File: src/rtl/pulse_filter_top.sv
// 32-channel pulse deglitcher: each input is synchronized, then a level change
// reaches pulse_out only after it has held for the shared filter time in clk cycles.
module pulse_filter_top (
  input  logic        clk,
  input  logic        rst_n,
  input  logic [31:0] pulse_in,
  input  logic [21:0] filter_coeff,
  output logic [31:0] pulse_out
);

  logic [31:0] sync1_q, sync1_d;
  logic [31:0] sync2_q, sync2_d;
  logic [31:0] out_q, out_d;
  logic [21:0] cnt_q [32];
  logic [21:0] cnt_d [32];
  logic [22:0] eff;

  always_comb begin
    eff = (filter_coeff == '0) ? 23'd1 : {1'b0, filter_coeff};
  end

  // Compare at 23 bits so the maximum coefficient cannot wrap cnt+1.
  always_comb begin
    sync1_d = pulse_in;
    sync2_d = sync1_q;
    out_d   = out_q;
    for (int unsigned i = 0; i < 32; i++) begin
      cnt_d[i] = '0;
      if (sync2_q[i] != out_q[i]) begin
        if (({1'b0, cnt_q[i]} + 23'd1) >= eff) begin
          out_d[i] = sync2_q[i];
        end else begin
          cnt_d[i] = cnt_q[i] + 22'd1;
        end
      end
    end
  end

  // rst_n is active-high despite its name.
  always_ff @(posedge clk or posedge rst_n) begin
    if (rst_n) begin
      sync1_q <= '0;
      sync2_q <= '0;
      out_q   <= '0;
      cnt_q   <= '{default: '0};
    end else begin
      sync1_q <= sync1_d;
      sync2_q <= sync2_d;
      out_q   <= out_d;
      cnt_q   <= cnt_d;
    end
  end

  assign pulse_out = out_q;

endmodule

File: config.mk
export PLATFORM = sky130hd
export DESIGN_NAME = pulse_filter_top
export DESIGN_NICKNAME = d
export VERILOG_FILES = /design/src/rtl/pulse_filter_top.sv
export SDC_FILE = /design/constraint.sdc
export NUM_CORES = 2
export LEC_CHECK = 0
export CORE_ASPECT_RATIO = 0.7
export CORE_MARGIN = 1
export CORE_UTILIZATION = 45
export CTS_CLUSTER_SIZE = 25
export DETAILED_ROUTE_END_ITERATION = 12
export GPL_TIMING_DRIVEN = 1
export PLACE_DENSITY = 0.73
export SLEW_MARGIN = 5
export SYNTH_ARGS = -nofsm -noshare
export SYNTH_HDL_FRONTEND = slang
export SYNTH_SLANG_ARGS = --single-unit
File: constraint.sdc
create_clock -name clk -period 31.5 [get_ports clk]
set_input_delay 6.3 -clock clk [delete_from_list [all_inputs] [get_ports clk]]
set_output_delay 6.3 -clock clk [all_outputs]
set_load 0.005 [all_outputs]
==> results.json <==
{
  "run_status": "completed",
  "setup_viol": 0,
  "tritoncts_num_sinks": 800,
  "gr-total-overflow": 0,
  "mappedNetlistNets": 6186,
  "synthDistinctLibCells": 87,
  "rr_endpoint": "cnt_q[252]$_DFF_PP0_",
  "worstMarginPinSlew_ns": 1.22,
  "post_synthesis_sequential_area_ratio_pct": 37.4,
  "hold_path_startpoint": "sync1_q[7]$_DFF_PP0_",
  "fin_util_pct": 50.4,
  "total_of_max_cap_violations": 0,
  "hold_end": "sync2_q[7]$_DFF_PP0_",
  "fmax_ghz": 0.0946,
  "placement_rows": 105,
  "min_period_ns": 10.57,
  "setup.reg_to_reg.worst_slack_ns": 26.42,
  "post_cts_hold_buffer_count": 0,
  "floorplan.initialDensity_pct": 45.6,
  "wire_per_inst_um": 19.3,
  "die_width_um": 414,
  "placement.setup.worst_slack_ns": 20.23,
  "layoutNonFillerInstCount": 7221,
  "layout-drive-gt1-share_pct": 5.08,
  "cp_capture_type": "flip-flop",
  "route.antenna.remaining_nets": 0,
  "detailedPlacementHpwl_mm": 94.6,
  "total_die_area_mm2": 0.120,
  "crit_path_max_fanout": 22,
  "grt_pass1_vias": 40576,
  "synth-main-ff-cell": "sky130_fd_sc_hd__dfrtp_1",
  "clockBufferDepth": 3,
  "clkTransAtPathRegs_ns": 0.06,
  "finalCritPeriodShare_pct": 33.5,
  "cp-start-kind": "input pin",
  "postRouteWirelength_mm": 139,
  "number_of_cells_in_the_design_after_placement": 7070,
  "die_span_in_y_um": 291,
  "syn_inst": 5489,
  "power_density_mw_per_mm2": 39.1,
  "antenna-diode-count": 0,
  "route.detailed.vias_per_inst": 5.82,
  "cts_made_buffers": 83,
  "register_bit_count_reported_by_yosys": 800,
  "post_layout_net_count": 6301,
  "input_output_buffers": 87,
  "layout_common_cells": "800 x sky130_fd_sc_hd__dfrtp_1, 641 x sky130_fd_sc_hd__ha_1, 443 x sky130_fd_sc_hd__nor2b_1",
  "relSlewSlack_pct": 18.1,
  "worst_clock_skew_ns": 0.0347,
  "post_synthesis_mean_instance_area_um2": 9.76,
  "vdd.ir_drop.worst_v": 0.0000440,
  "cts_max_level": 3,
  "hold-path-cell-count": 0,
  "first_pass_grt_wire_length_mm": 222,
  "gpl.final_weighted_congestion": 0.865,
  "boundaryPins": 88,
  "fin_ws_ns": 20.93,
  "number_of_violations_reported_at_the_end_of_detailed_routing_iteration_0": 3507,
  "hold_violations": 0,
  "launching_point_of_the_worst_reg2reg_path": "cnt_q[244]$_DFF_PP0_",
  "num_vias": 42009,
  "synth_async_sr_flop_share_pct": 100,
  "rsz0062_at_grt": "no",
  "most_common_library_cell_in_the_layout_ignoring_fill_and_taps": "sky130_fd_sc_hd__dfrtp_1",
  "postCtsSetupBuffers": 0,
  "antenna_found_initial": 3,
  "number_of_max_slew_violations_in_the_final_report": 0,
  "syn2layout_area_growth_pct": 10.6,
  "synth_enable_flop_cells": 0,
  "min_path_type": "reg -> reg",
  "tns_ns": 0,
  "clockRootBuffer": "sky130_fd_sc_hd__clkbuf_16",
  "placeableCoreArea_mm2": 0.118,
  "worstPathArrival_ns": 11.15,
  "remaining_routing_drc_violations": 0,
  "combined_area_of_all_synthesized_cells_mm2": 0.0536,
  "largest_net_degree_at_the_start_of_global_routing": 163,
  "synth_warnings": 0,
  "worstSkewPairLatency_ns": 0.71,
  "critical_path_class": "in -> reg",
  "cts_tree": "built",
  "drt_pre_antenna_iters": 5,
  "cts.repair.resized": 0,
  "gr-usage-all-layers_pct": 22.9,
  "p_leak_uw": 0.0290,
  "path_depth_of_the_worst_reg2reg_path": 14,
  "critical_path_required_ns": 32.08
}
==> flip-flops by register name, indices dropped and copies added (netlist names) <==
signal	cells
cnt_q	704
pulse_out	32
sync1_q	32
sync2_q	32
==> metrics by stage <==
stage	total power (µW)	hold WS [ns]	instance area, µm²
floorplan	1210	0.331	53600
global placement	1290	0.333	56400
detailed placement	1290	0.336	56400
CTS	2340	0.341	59200
global route	2410	0.350	59200
finish	2320	0.339	59200
==> report_power, final <==
group | switching, µW | internal, µW | leakage (µW)
clock | 443 | 598 | 0.00140
sequential | 17.2 | 1040 | 0.0109
combinational | 145 | 71.4 | 0.0167
total | 605 | 1710 | 0.0290
==> cells in the mapped netlist (16+ instances only) <==
master                      count  area share [%]
sky130_fd_sc_hd__o211ai_1      42            0.59
sky130_fd_sc_hd__a31oi_1       30            0.35
sky130_fd_sc_hd__ha_1         641              15
sky130_fd_sc_hd__nor4_1        48            0.56
sky130_fd_sc_hd__a211oi_1      38            0.53
sky130_fd_sc_hd__maj3_1        35            0.65
sky130_fd_sc_hd__and2_1        41            0.48
sky130_fd_sc_hd__nand2_1      336             2.4
sky130_fd_sc_hd__buf_2         23            0.21
sky130_fd_sc_hd__nor3_1        98            0.92
sky130_fd_sc_hd__o31ai_1       17            0.24
sky130_fd_sc_hd__and4_1        68             1.1
sky130_fd_sc_hd__dfrtp_1      800              37
sky130_fd_sc_hd__nand3_1      343             3.2
sky130_fd_sc_hd__nand4_1      178             2.1
sky130_fd_sc_hd__o21ai_0      124             1.2
sky130_fd_sc_hd__a21oi_1      150             1.4
sky130_fd_sc_hd__or3_1         17            0.20
sky130_fd_sc_hd__o21a_1        32            0.45
sky130_fd_sc_hd__and3_1       293             3.4
sky130_fd_sc_hd__xnor2_1      440             7.2
sky130_fd_sc_hd__o2111ai_1     16            0.26
sky130_fd_sc_hd__xnor3_1       16            0.67
sky130_fd_sc_hd__inv_1        144             1.0
sky130_fd_sc_hd__xor2_1       258             4.2
sky130_fd_sc_hd__nand2b_1      28            0.33
sky130_fd_sc_hd__clkbuf_1      75            0.53
sky130_fd_sc_hd__nor2b_1      443             5.2
sky130_fd_sc_hd__mux2_2        31            0.65
sky130_fd_sc_hd__or4_1         16            0.22
sky130_fd_sc_hd__nor2_1       333             2.3
sky130_fd_sc_hd__a21o_1        97             1.4
==> worst max path at each step <==
| stage | startpoint | endpoint | slack (ns) | cells past startpoint |
|---|---|---|---|---|
| floorplan | rst_n | cnt_q[0]$_DFF_PP0_ | 2.73 | 1 |
| global placement | filter_coeff[7] | cnt_q[532]$_DFF_PP0_ | 20.33 | 15 |
| detailed placement | filter_coeff[7] | cnt_q[532]$_DFF_PP0_ | 20.23 | 15 |
| CTS | filter_coeff[7] | cnt_q[532]$_DFF_PP0_ | 20.96 | 15 |
| global route | filter_coeff[7] | cnt_q[448]$_DFF_PP0_ | 20.72 | 15 |
| finish | filter_coeff[7] | cnt_q[448]$_DFF_PP0_ | 20.93 | 15 |
==> critical path, stage by stage <==
cell	delay, ns
sky130_fd_sc_hd__clkdlybuf4s50_1	0.41
sky130_fd_sc_hd__inv_2	0.41
sky130_fd_sc_hd__nand4_1	0.34
sky130_fd_sc_hd__o41ai_2	0.36
sky130_fd_sc_hd__buf_4	0.30
sky130_fd_sc_hd__buf_4	0.48
sky130_fd_sc_hd__ha_1	0.24
sky130_fd_sc_hd__nor2b_1	0.04
sky130_fd_sc_hd__o21bai_1	0.14
sky130_fd_sc_hd__a31oi_1	0.14
sky130_fd_sc_hd__o41a_1	0.42
sky130_fd_sc_hd__a221oi_1	0.39
sky130_fd_sc_hd__o21ai_0	0.21
sky130_fd_sc_hd__nand2b_1	0.60
sky130_fd_sc_hd__a21oi_1	0.31
==> metal layers <==
layer	GRT usage (%)	up-vias	part of all wire (%)
li1	-	20005	-
met1	34.8	20471	49
met2	32.6	1291	41
met3	4.56	242	8.0
met4	6.34	0	2.6
met5	0	-	0
==> cells by family after synthesis <==
logic type                 after synthesis  share of synthesized area [%]
adders and majority gates              676                           15.6
xor gates and xnor gates               714                           12.1
AOI/OAI and AO/OA                      704                           8.99
DFF                                    800                           37.4
and+or+nand+nor                       2301                           23.3
buffers and inverters                  257                           1.90
muxes                                   37                          0.768
==> layout make-up <==
class                   count  area, µm²
clock buffers             121       2430
clock inverters            30        432
fillers                 10412      58300
inverters                 145        562
multi-input cells        4432      32600
flip-flops and latches    800      20000
well taps                1551       1940
repair buffers            142       1290
Power figures use the tool's default switching activity.
